**config.mk**
```make
export PLATFORM = sky130hd
export DESIGN_NAME = gshare_hist_ctrl
export DESIGN_NICKNAME = d
export VERILOG_FILES = /design/src/rtl/gshare_hist_ctrl_pkg.sv /design/src/rtl/ghr_ckpt_fifo.sv /design/src/rtl/gshare_hist_ctrl.sv
export SDC_FILE = /design/constraint.sdc
export NUM_CORES = 1
export LEC_CHECK = 0
export CAP_MARGIN = 40
export CORE_ASPECT_RATIO = 0.9
export CORE_MARGIN = 2
export CORE_UTILIZATION = 53
export CTS_BUF_LIST = sky130_fd_sc_hd__clkbuf_2 sky130_fd_sc_hd__clkbuf_4 sky130_fd_sc_hd__clkbuf_8
export CTS_CLUSTER_SIZE = 8
export DETAILED_ROUTE_END_ITERATION = 10
export PLACE_DENSITY = 0.74
export SLEW_MARGIN = 20
export SYNTH_ARGS = -nofsm -noshare
export SYNTH_HDL_FRONTEND = slang
export SYNTH_SLANG_ARGS = --single-unit
```
**constraint.sdc**
```tcl
create_clock -name clk -period 3.5 [get_ports clk]
set_input_delay 0.35 -clock clk [delete_from_list [all_inputs] [get_ports clk]]
set_output_delay 0.35 -clock clk [all_outputs]
set_load 0.1 [all_outputs]
```
**src/rtl/gshare_hist_ctrl_pkg.sv**
```systemverilog
// Shared types and constants for the gshare history controller.
// Holds default sizes, 2-bit counter encodings and the checkpoint entry.
package gshare_hist_ctrl_pkg;

    localparam int GHR_W      = 5;
    localparam int CKPT_DEPTH = 4;

    localparam logic [1:0] CTR_SNT = 2'b00;
    localparam logic [1:0] CTR_WNT = 2'b01;
    localparam logic [1:0] CTR_WT  = 2'b10;
    localparam logic [1:0] CTR_ST  = 2'b11;

    typedef struct packed {
        logic [GHR_W-1:0] ghr;
        logic [GHR_W-1:0] idx;
        logic             pred;
    } ckpt_t;

    // Move a 2-bit counter one step toward the outcome, saturating at the ends.
    function automatic logic [1:0] ctr_update(input logic [1:0] c,
                                              input logic       taken);
        logic [1:0] n;
        n = c;
        if (taken && c != CTR_ST)
            n = c + 2'd1;
        else if (!taken && c != CTR_SNT)
            n = c - 2'd1;
        return n;
    endfunction

endpackage

```
**src/rtl/ghr_ckpt_fifo.sv**
```systemverilog
// Checkpoint queue for in-flight predicted branches.
// Head is the oldest entry; clear drops every entry at once.
module ghr_ckpt_fifo
    import gshare_hist_ctrl_pkg::*;
#(
    parameter int DEPTH = CKPT_DEPTH
) (
    input  logic                         clk,
    input  logic                         reset,
    input  logic                         push_i,
    input  ckpt_t                        data_i,
    input  logic                         pop_i,
    input  logic                         clear_i,
    output ckpt_t                        head_o,
    output logic                         full_o,
    output logic                         empty_o,
    output logic [$clog2(DEPTH+1)-1:0]   count_o
);

    localparam int PTR_W = (DEPTH > 1) ? $clog2(DEPTH) : 1;
    localparam int CNT_W = $clog2(DEPTH + 1);
    localparam logic [PTR_W-1:0] LAST     = PTR_W'(DEPTH - 1);
    localparam logic [CNT_W-1:0] FULL_CNT = CNT_W'(DEPTH);

    ckpt_t            mem_q [DEPTH];
    logic [PTR_W-1:0] wr_ptr_q, wr_ptr_d;
    logic [PTR_W-1:0] rd_ptr_q, rd_ptr_d;
    logic [CNT_W-1:0] cnt_q, cnt_d;
    logic             do_push, do_pop;

    assign full_o  = (cnt_q == FULL_CNT);
    assign empty_o = (cnt_q == '0);
    assign count_o = cnt_q;
    assign head_o  = mem_q[rd_ptr_q];

    assign do_push = push_i && !full_o;
    assign do_pop  = pop_i && !empty_o;

    // Next pointers and occupancy; clear wins over push and pop.
    always_comb begin
        wr_ptr_d = wr_ptr_q;
        rd_ptr_d = rd_ptr_q;
        cnt_d    = cnt_q;
        if (clear_i) begin
            wr_ptr_d = '0;
            rd_ptr_d = '0;
            cnt_d    = '0;
        end else begin
            if (do_push)
                wr_ptr_d = (wr_ptr_q == LAST) ? '0 : wr_ptr_q + 1'b1;
            if (do_pop)
                rd_ptr_d = (rd_ptr_q == LAST) ? '0 : rd_ptr_q + 1'b1;
            unique case ({do_push, do_pop})
                2'b10:   cnt_d = cnt_q + 1'b1;
                2'b01:   cnt_d = cnt_q - 1'b1;
                default: cnt_d = cnt_q;
            endcase
        end
    end

    // Pointer and count registers.
    always_ff @(posedge clk) begin
        if (reset) begin
            wr_ptr_q <= '0;
            rd_ptr_q <= '0;
            cnt_q    <= '0;
        end else begin
            wr_ptr_q <= wr_ptr_d;
            rd_ptr_q <= rd_ptr_d;
            cnt_q    <= cnt_d;
        end
    end

    // Entry storage; contents are only meaningful while counted.
    always_ff @(posedge clk) begin
        if (!reset && do_push && !clear_i)
            mem_q[wr_ptr_q] <= data_i;
    end

endmodule

```
**src/rtl/gshare_hist_ctrl.sv**
```systemverilog
// Gshare direction predictor with speculative/committed global history.
// Checkpoints per in-flight branch allow history repair on a mispredict.
module gshare_hist_ctrl #(
    parameter int GHR_W      = gshare_hist_ctrl_pkg::GHR_W,
    parameter int CKPT_DEPTH = gshare_hist_ctrl_pkg::CKPT_DEPTH
) (
    input  logic                              clk,
    input  logic                              reset,
    input  logic                              pred_valid,
    input  logic [31:0]                       pred_pc,
    output logic                              pred_ready,
    output logic                              pred_taken,
    input  logic                              res_valid,
    input  logic                              res_taken,
    input  logic                              res_mispredict,
    output logic [GHR_W-1:0]                  spec_ghr,
    output logic [GHR_W-1:0]                  arch_ghr,
    output logic [$clog2(CKPT_DEPTH+1)-1:0]   inflight_cnt,
    output logic                              err_underflow
);

    import gshare_hist_ctrl_pkg::*;

    localparam int PHT_N = 2 ** GHR_W;

    logic [1:0]       pht_q [PHT_N];
    logic [GHR_W-1:0] spec_ghr_q, spec_ghr_d;
    logic [GHR_W-1:0] arch_ghr_q, arch_ghr_d;
    logic             err_q;

    logic [GHR_W-1:0] pht_idx;
    logic             accept;
    logic             res_fire;
    logic             flush;
    logic             fifo_full, fifo_empty;
    ckpt_t            head, push_ent;
    logic             unused_pc;

    assign unused_pc = ^{pred_pc[31:GHR_W+2], pred_pc[1:0]};

    assign pht_idx    = pred_pc[GHR_W+1:2] ^ spec_ghr_q;
    assign pred_taken = pht_q[pht_idx][1];
    assign pred_ready = !fifo_full && !(res_valid && res_mispredict);
    assign accept     = pred_valid && pred_ready;
    assign res_fire   = res_valid && !fifo_empty;
    assign flush      = res_fire && res_mispredict;

    assign push_ent = '{ghr: spec_ghr_q, idx: pht_idx, pred: pred_taken};

    assign spec_ghr      = spec_ghr_q;
    assign arch_ghr      = arch_ghr_q;
    assign err_underflow = err_q;

    ghr_ckpt_fifo #(
        .DEPTH (CKPT_DEPTH)
    ) u_fifo (
        .clk     (clk),
        .reset   (reset),
        .push_i  (accept),
        .data_i  (push_ent),
        .pop_i   (res_fire && !res_mispredict),
        .clear_i (flush),
        .head_o  (head),
        .full_o  (fifo_full),
        .empty_o (fifo_empty),
        .count_o (inflight_cnt)
    );

    // History next-state: repair from the head checkpoint beats speculation.
    always_comb begin
        spec_ghr_d = spec_ghr_q;
        arch_ghr_d = arch_ghr_q;
        if (flush)
            spec_ghr_d = {head.ghr[GHR_W-2:0], res_taken};
        else if (accept)
            spec_ghr_d = {spec_ghr_q[GHR_W-2:0], pred_taken};
        if (res_fire)
            arch_ghr_d = {arch_ghr_q[GHR_W-2:0], res_taken};
    end

    // History registers and sticky underflow flag.
    always_ff @(posedge clk) begin
        if (reset) begin
            spec_ghr_q <= '0;
            arch_ghr_q <= '0;
            err_q      <= 1'b0;
        end else begin
            spec_ghr_q <= spec_ghr_d;
            arch_ghr_q <= arch_ghr_d;
            if (res_valid && fifo_empty)
                err_q <= 1'b1;
        end
    end

    // Pattern table: train the resolved branch's counter toward its outcome.
    always_ff @(posedge clk) begin
        if (reset) begin
            for (int i = 0; i < PHT_N; i++)
                pht_q[i] <= CTR_WNT;
        end else if (res_fire) begin
            pht_q[head.idx] <= ctr_update(pht_q[head.idx], res_taken);
        end
    end

endmodule

```
* Word-level counts from Yosys, hierarchy flattened
Memory sizes are Yosys's and may differ from the RTL's. A register that Yosys moved wholly into a read port is not among the register bits.
Index checks and enable logic that the tools add are counted.
** Word-level totals
- Register bits :: 18
- Memory bits (writable) :: 108
- Output and inout bits :: 16
- Word-level logic and storage cells :: 68
- Memories :: 2
** Memory list
- pht_q :: depth 32, width 2, rd ports 2, clocked after memory_dff 0, write ports 32, line gshare_hist_ctrl.sv:26 : logic [1:0] pht_q [PHT_N];
- u_fifo.mem_q :: depth 4, width 11, rd ports 1, clocked after memory_dff 1, write ports 1, line ghr_ckpt_fifo.sv:25 : ckpt_t mem_q [DEPTH];
** Operators by class
- Add/sub/neg operators :: 6
- Equality and inequality tests :: 6
- Multiplexer cells :: 21
- Bitwise logic cells :: 1
- Reductions and logical operators :: 26
** Operators with widths (count)
- two-way mux 2 bit :: 9
- two-way mux 5 bit :: 3
- logical AND 1 bit :: 13
- two-way mux 1 bit :: 8
- zero test 1 bit :: 7
- adder 2 x 1 -> 2 bit (second input constant) :: 3
- equality test 2 bit (second input constant) :: 3
- one-hot mux 3 bit (2 select lines) :: 1
- nonzero test 2 bit :: 3
- bitwise XOR 5 bit :: 1
- OR reduction 2 bit :: 2
- adder 3 x 1 -> 3 bit (second input constant) :: 1
- equality test 3 bit (second input constant) :: 1
- zero test 3 bit :: 1
- subtractor 3 x 1 -> 3 bit (second input constant) :: 1
- equality test 2 x 1 -> 1 bit (second input constant) :: 1
- inequality test 2 bit (second input constant) :: 1
- subtractor 2 x 1 -> 2 bit (second input constant) :: 1

* Depth between registers and ports, before layout
- Depth after elaboration :: 9
- Depth in mapped cells :: 14
- Gate-level depth less buffers :: 11

* Cells and area by module
Synthesis repeated with hierarchy kept, for this count alone.
** Unflattened totals
- Cells, all modules :: 469
- Area, all modules :: 6238.5 um^2
** Modules (own cells, without submodules)
- gshare_hist_ctrl :: times used 1, cells each 356, area an instance 4147.7 um^2, seq. area each 2142.1 um^2
- ghr_ckpt_fifo :: times used 1, cells each 113, area an instance 2090.8 um^2, seq. area each 1501.4 um^2

* Worst setup path after synthesis
Ideal clock, no wire load.
- Path kind :: reg2reg
- From :: register u_fifo.cnt_q[0] (netlist: u_fifo.count_o[0])
- To :: register u_fifo.cnt_q[1] (netlist: u_fifo.count_o[1])
- Library setup time :: 0.067 ns
- Arrival :: 4.615 ns
- Data required time :: 3.433 ns
- Setup slack :: -1.181 ns
- Stages on the path, launching flop included :: 12
- Path buffers :: 1
- Clock period less this slack :: 4.681 ns
- Cells stage by stage :: dfxtp_1 -> inv_1 -> a32oi_1 -> and2_1 -> clkbuf_1 -> clkinv_1 -> ha_1 -> inv_1 -> fa_1 -> nor2_1 -> a21oi_1 -> nor2_1
** Between the ends
- Cells in the longest elaborated chain, start to end :: 7
- Elaborated cells between the ends (all ways) :: 18
- Those cells by class :: add/sub (2); eq/ne (3); mux (1); reduce/logical (12)
** Ends and longest elaborated chain
- start: declaration :: line ghr_ckpt_fifo.sv:28 : logic [CNT_W-1:0] cnt_q, cnt_d;
- start signal: assignment :: line ghr_ckpt_fifo.sv:70 : cnt_q <= cnt_d;
- equality test 3 bit (*) :: line ghr_ckpt_fifo.sv:31 : assign full_o = (cnt_q == FULL_CNT);
- zero test 1 bit (*) :: line gshare_hist_ctrl.sv:43 : assign pred_ready = !fifo_full && !(res_valid && res_mispredict);
- logical AND 1 bit (*) :: line gshare_hist_ctrl.sv:43
- named net pred_ready :: line gshare_hist_ctrl.sv:11 : output logic pred_ready,
- logical AND 1 bit (*) :: line gshare_hist_ctrl.sv:44 : assign accept = pred_valid && pred_ready;
- logical AND 1 bit (*) :: line ghr_ckpt_fifo.sv:36 : assign do_push = push_i && !full_o;
- equality test 2 x 1 -> 1 bit / equality test 2 bit (equally long branches) :: line ghr_ckpt_fifo.sv:53 : unique case ({do_push, do_pop})
- one-hot mux 3 bit (2 select lines) / nonzero test 2 bit (equally long branches)
The timed path passes the listed nets; every way through them passes the cells marked *.
A chain may end at the register's enable or synchronous reset.

==> flow_summary.ini <==
[outcome]
status = complete, but fails checks
violations = negative setup slack

[critical_path]
critPathBufInv = 5
worstSetupStartpointType = register
cpLargestDelayFamily = multiplexers
r2r_slack_ns = -0.09
crit_path_end_kind = register
r2r_end = pht_q[12][1]$_SDFFCE_PN0P_
crit_required_ns = 3.66
crit_arrival_ns = 3.75
cp_max_fo = 8
crit_type = register to register
worst_r2r_path_depth = 14
crit_chain = mux4_2 > buf_12 > buf_16 > mux2i_1 > mux2i_1 > o22ai_2 > nor4_4 > inv_1 > ha_2 > mux2_4 > a211oi_4 > buf_6 > buf_8 > nor3_1
worst_path_most_repeated_cell = mux2i_1
slowest_delay_ns = 0.55
slowest_stage = mux4_2

[finish]
multi_input_area_sq_um = 2500
syn2layout_area_growth_pct = 28.2
fillCellCount = 731
finish.net_count = 614
drive_above_1_share_pct = 32.1
n_antenna_cell = 0
seqCellArea_sq_um = 3410

[timing]
fin_crit_sh_pct = 103
slew_headroom_pct = 58.3
skew_ns = 0.0130
fin_crit_ns = 3.59
grt_setup_unrepaired = yes
timing.fmax_mhz = 279
tightest_slew_ns = 0.623
hold_violations = 0
fin_setup_tns_ns = -2.09
setup_viol = 32
worst_slack_ns = -0.0881
drv_slew = 0

[cts]
htree_levels = 4
cts.sinks = 120
cts_root_buf = clkbuf_8
cts_tree = yes
cts_buffer_depth = 2
clk_latency_ns = 0.43
numCtsBuffers = 17
cts.clk_slew.worst_paths_ns = 0.08

[power]
switching_power_w = 0.00135
vdd_drop_max_v = 0.000352
power.density_nw_per_um2 = 534
intPower_w = 0.00272
seqPwrFrac_pct = 40.9
clkPwrFrac_pct = 29.2
sw_frac_of_total_pct = 33.1
p_comb_share_pct = 30.0
power_leakage_nw = 2.66

[logic_synthesis]
synth-seq-area-share_pct = 57.3
synthCells = 480
async_flop_share_pct = 0
synth_top_area_share_pct = 50.6
yosys_warnings = 0
syn-mean-instance-area_sq_um = 12.4
synthesis.nets = 527
synth-edff-count = 100
yosys.area.top_type = edfxtp_1
syn_area_sq_um = 5930
synth_area_leaders = edfxtp_1, mux4_2, mux2i_1, dfxtp_1, nand2_1
synth_common_cells = edfxtp_1, nand2_1, nor2_1
yosysUniqueCellTypes = 38
yosysMostFrequentCell = edfxtp_1
ys_seq_elements = 120
ys.flop_type = edfxtp_1

[die]
row_count = 36
chipHeight_um = 104
core_area_sq_um = 10900
dieArea_sq_um = 12100
die_x_um = 116
start_util_pct = 54.7
ios = 54

[worst_hold_path]
hold_class = register to register
min-delay-start = arch_ghr[4]$_SDFFE_PP0N_
hold_path_depth = 2
worstHoldEndpoint = arch_ghr[4]$_SDFFE_PP0N_

[drt]
wirelength_um = 14000
post_drt_wl_per_cell_um = 19.1
vias = 4153
drt_iter0_markers = 471
viasPerCell = 5.67
final_antenna_net_count = 0
drc = 0
dr.pass1.iters = 4

[placement]
dpl_worst_slack_ns = -0.0503
hpwl_um = 8880
gp_congestion = 0.846
portBuffers = 26

[global_route]
grt.overflow.total = 0
grtUsageTotal_pct = 23.7
grt_pass1_wl_um = 21300
grt_pass1_vias = 4082
antenna_found_initial = 0
grt_max_degree = 35

[run]
maxCapViolations = 0
## timing repair
action / in CTS / in global routing
setup buffers: 7 / 8
hold buffers: 0 / 0
endpoints found under the hold margin: 0 / 0
pin swaps: 3 / 6
gates cloned: 5 / 1
setup endpoints to repair: 51 / 60
resized for setup: 28 / 24
## layout make-up
type	instances	share of cell area, %
sequential	120	44.8
multi-input combinational	321	32.9
timing repair buffer	96	14.3
clock buffer	17	3.08
tap	152	2.50
clock inverter	15	1.89
inverter	11	0.543
## layer usage
metal	track usage (%)	part of all wire (%)	vias to the layer above
met5	0	0	-
met4	8.69	1.7	0
met3	4.95	5.8	24
met2	37.1	49	139
met1	32.5	43	2078
li1	-	-	1912
## flip-flops by register name, summed over array words and instances, names as in the netlist, named ones only
signal	count
u_fifo.count_o	3
spec_ghr	5
u_fifo.rd_ptr_q	2
u_fifo.mem_q	36
err_underflow	1
arch_ghr	5
u_fifo.wr_ptr_q	2
pht_q	64
## worst max-delay path by stage
| stage | from | end | slack (ns) | cells past startpoint |
|---|---|---|---|---|
| final | register | pht_q[12][1]$_SDFFCE_PN0P_ | -0.09 | 14 |
| after global routing | register | pht_q[19][1]$_SDFFCE_PN0P_ | -0.21 | 14 |
| after CTS | register | pht_q[14][1]$_SDFFCE_PN0P_ | 0.006 | 14 |
| after detailed placement | register | pht_q[7][1]$_SDFFCE_PN0P_ | -0.05 | 13 |
| after global placement | pred_pc[2] | pred_taken | -0.01 | 6 |
| after floorplan | register | pht_q[12][1]$_SDFFCE_PN0P_ | 0.03 | 14 |
## per-stage QoR
step / std cells / util (%) / hold slack (ns) / instance area (sq um) / power, W
floorplan: 480 / - / 0.469 / 5960 / 0.00237
global placement: 664 / 60.3 / 0.445 / 6540 / 0.00261
detailed placement: 679 / 62.4 / 0.452 / 6780 / 0.00270
CTS: 723 / 68.3 / 0.463 / 7420 / 0.00398
global route: 732 / 70.1 / 0.494 / 7610 / 0.00420
finish: 732 / 70.1 / 0.465 / 7610 / 0.00406
## logic make-up (layout without fill, tap and decap cells)
group / Yosys count / in the layout / share of synthesized area, %
DFF: 120 / 120 / 57.3
buffers and inverters: 39 / 139 / 3.56
and+or+nand+nor: 207 / 207 / 16.6
muxes: 70 / 70 / 16.0
AOI/OAI and AO/OA: 26 / 26 / 2.95
xor gates and xnor gates: 9 / 9 / 1.45
adders and majority gates: 9 / 9 / 2.02
## worst reg2reg max path, cell delays in order, from the launching register on
cell and delay [ns]:
dfxtp_4 0.37, mux4_2 0.55, buf_12 0.18, buf_16 0.15
mux2i_1 0.13, mux2i_1 0.25, o22ai_2 0.17, nor4_4 0.31
inv_1 0.09, ha_2 0.19, mux2_4 0.31, a211oi_4 0.26
buf_6 0.17, buf_8 0.14, nor3_1 0.06
## placed cells by master (no fill, tap or decap), types with 3 or more instances in the layout
cell type,count
buf_4,40
clkbuf_8,17
clkdlybuf4s50_1,24
nand2b_1,17
buf_16,4
buf_12,6
and3_1,4
nor3_1,13
clkinvlp_4,3
nand2_1,59
o22ai_1,4
ha_1,6
nand3_1,13
a21oi_1,11
mux2_4,3
o22ai_2,5
mux2_2,7
inv_1,10
buf_6,6
nor3_2,12
clkinv_4,4
inv_6,4
xor2_1,5
dfxtp_1,17
or2_2,21
buf_8,15
nor2b_1,4
a311oi_1,4
edfxtp_1,100
mux2i_1,41
nor2_1,52
mux4_2,19
## power groups by stage
| stage | Clock, W | Combinational (W) | Sequential (W) |
|---|---|---|---|
| 5_1_grt | 0.00126 | 0.00127 | 0.00167 |
| 3_5_place_dp | 0 | 0.00100 | 0.00169 |
| 4_1_cts | 0.00120 | 0.00112 | 0.00166 |
| 6_report | 0.00118 | 0.00122 | 0.00166 |
| 2_1_floorplan | 0 | 0.000553 | 0.00181 |
| 3_3_place_gp | 0 | 0.000918 | 0.00169 |
(Power assumes the default switching activity.)
==> edit: new RTL, config.mk and constraints unchanged <==
Register the output `inflight_cnt`, with the module's reset; this adds one clock of latency there. The other outputs are not delayed to match.
--- a/src/rtl/gshare_hist_ctrl.sv
+++ b/src/rtl/gshare_hist_ctrl.sv
@@ -22,6 +22,8 @@
     import gshare_hist_ctrl_pkg::*;
 
     localparam int PHT_N = 2 ** GHR_W;
+
+    logic [$clog2(CKPT_DEPTH+1)-1:0] inflight_cnt_d;
 
     logic [1:0]       pht_q [PHT_N];
     logic [GHR_W-1:0] spec_ghr_q, spec_ghr_d;
@@ -63,7 +65,7 @@
         .head_o  (head),
         .full_o  (fifo_full),
         .empty_o (fifo_empty),
-        .count_o (inflight_cnt)
+        .count_o (inflight_cnt_d)
     );
 
     // History next-state: repair from the head checkpoint beats speculation.
@@ -102,5 +104,13 @@
         end
     end
 
+    always_ff @(posedge clk) begin
+        if (reset) begin
+            inflight_cnt <= '0;
+        end else begin
+            inflight_cnt <= inflight_cnt_d;
+        end
+    end
+
 endmodule
 
Behaviour: not the same (a bounded check fails within 4 cycles, from zero or initial values and one cycle with reset high).
==> edit against the unedited design <==
Setup slack improved by 0.082 ns; fmax increased by 2.3%; critical path depth unchanged; first-iteration DRC count decreased by 23%; wire length decreased by 4.0%; sequential cell count increased by 3; final area decreased by 2.9%; die area increased by 1.7%; area after synthesis increased by 1.7%; the run still ends with negative setup slack left; total power decreased by 3.7%.
==> edit: results (changes against the unedited design) <==
\begin{tabular}{lr}
\hline
Metric & Value \\
\hline
\multicolumn{2}{l}{\textbf{Final layout}} \\
Fraction of final layout cells with drive strength greater than 1 & 25.40\% (-6.7 points) \\
Final Non-Filler Cells & 715 (-2.3\%) \\
Layout clock buffer count & 18 (+1) \\
Final net count & 597 (-2.8\%) \\
Number of inverters outside the clock class in the layout & 12 (+1) \\
Fraction of area in clock buffers and inverters & 5.218\% (+0.25 points) \\
Non-clock buffering overhead in the final layout & 11.77\% (-2.5 points) \\
Multi-input combinational area share & 32.88\% (about the same) \\
\multicolumn{2}{l}{\textbf{STA}} \\
Final critical-path setup slack & -0.006543 ns (+0.08160 ns) \\
Worst max-slew margin expressed relative to the limit & 52.58\% (-5.7 points) \\
Worst clock skew on the final layout & 0.01526 ns (+0.002251 ns) \\
Total negative slack & -0.009618 ns (+2.076 ns) \\
Finish-stage setup viols & 3 (-91\%) \\
\multicolumn{2}{l}{\textbf{Route}} \\
Overall routed net length & 13440 um (-4.0\%) \\
Number of violations reported at the end of detailed-routing iteration 0 & 364 (-23\%) \\
Met2 Wirelength & 6617 um (-4.1\%) \\
Detailed-routing iteration count for the pre-antenna-repair pass & 5 (+1) \\
Met3 WL post-DR & 705 um (-13\%) \\
M1 WL & 5904 um (-2.5\%) \\
Via-to-Cell Ratio & 5.667 (-0.11\%) \\
\multicolumn{2}{l}{\textbf{Setup path}} \\
Arrival time at the worst endpoint & 3.65 ns (-0.10 ns) \\
Critical path fanouts, max & 17 (+9) \\
\multicolumn{2}{l}{\textbf{Power and ir drop}} \\
Switching power total & 1.201 mW (-11\%) \\
P\_leak & 2.576 nW (-3.1\%) \\
Worst vdd ir & 0.0003354 V (-4.6\%) \\
\multicolumn{2}{l}{\textbf{Placed design}} \\
Post-Place Setup Slack & -0.09796 ns (-0.04762 ns) \\
RePlAce Congestion & 0.7946 (-6.1\%) \\
\multicolumn{2}{l}{\textbf{Synth}} \\
Sequential fraction of the synthesis area & 57.37\% (about the same) \\
Number of distinct standard cells referenced by the synthesized netlist & 43 (+13\%) \\
Ranking of synthesized cells by instance count & edfxtp\_1, nand2\_1, nor2\_1 \\
Cells after synthesis & 487 (+1.5\%) \\
Cells taking the most area after synthesis & edfxtp\_1, dfxtp\_1, mux2i\_1, mux4\_2, nand2\_1 \\
\multicolumn{2}{l}{\textbf{Outcome}} \\
Outcome & finished, violations left \\
Violated checks & negative setup slack \\
\multicolumn{2}{l}{\textbf{Global route}} \\
Pin count of the biggest net entering global routing & 34 (-2.9\%) \\
Wire length of the first global-routing pass & 21720 um (+2.0\%) \\
Number of global-route vias before repair & 4130 (+1.2\%) \\
\multicolumn{2}{l}{\textbf{Clock network}} \\
Number of instances resized during post-cts repair & 12 (-57\%) \\
\hline
\end{tabular}
edit: through the flow:
step                      hold slack [ns]  area [um^2]
final                              0.4740         7386
after global routing               0.5051         7386
after CTS                          0.4759         7330
after detailed placement           0.4652         6817
after global placement             0.4454         6595
after floorplan                    0.4692         6057
edit: logic make-up (layout without fill, tap and decap cells):
| group | Yosys count | count (layout) | share of synthesized area, % |
|---|---|---|---|
| fa+ha+maj | 9 | 9 | 1.990 |
| buf+inv | 43 | 119 | 3.834 |
| xor+xnor | 9 | 9 | 1.306 |
| mux | 70 | 70 | 15.98 |
| simple gates | 203 | 203 | 16.21 |
| flops | 123 | 123 | 57.37 |
| compound gates | 30 | 30 | 3.316 |
edit: worst paths after layout:
path	cells past startpoint	slack, ns	end
setup reg to reg	14	-0.007	pht_q[23][1]$_SDFFCE_PN0P_
hold / removal	2	0.47	arch_ghr[4]$_SDFFE_PP0N_
hold reg to reg	2	0.47	arch_ghr[4]$_SDFFE_PP0N_
setup / recovery	14	-0.007	pht_q[23][1]$_SDFFCE_PN0P_
edit: power groups by stage:
stage	Sequential (mW)	Clock, mW	Combinational (mW)
floorplan	1.80	0	0.515
detailed placement	1.71	0	0.892
global placement	1.71	0	0.824
CTS	1.68	1.25	0.977
global route	1.69	1.32	1.06
finish	1.68	1.23	0.999
edit: worst max-delay path, stage by stage, from the launching register on:
cell	delay [ns]
dfxtp_4	0.37
mux4_2	0.57
buf_12	0.16
buf_16	0.15
mux2i_1	0.13
mux2i_1	0.24
o22ai_2	0.14
nor4_4	0.27
inv_1	0.08
ha_2	0.20
mux2_4	0.31
a211oi_4	0.26
buf_6	0.15
buf_8	0.13
nor3_1	0.05
edit: per-layer routing:
layer  up-vias  track usage, %
met5         -               0
met4         0           8.588
met3        14           5.175
met2       113           38.16
met1      2033           33.20
li1       1892               -
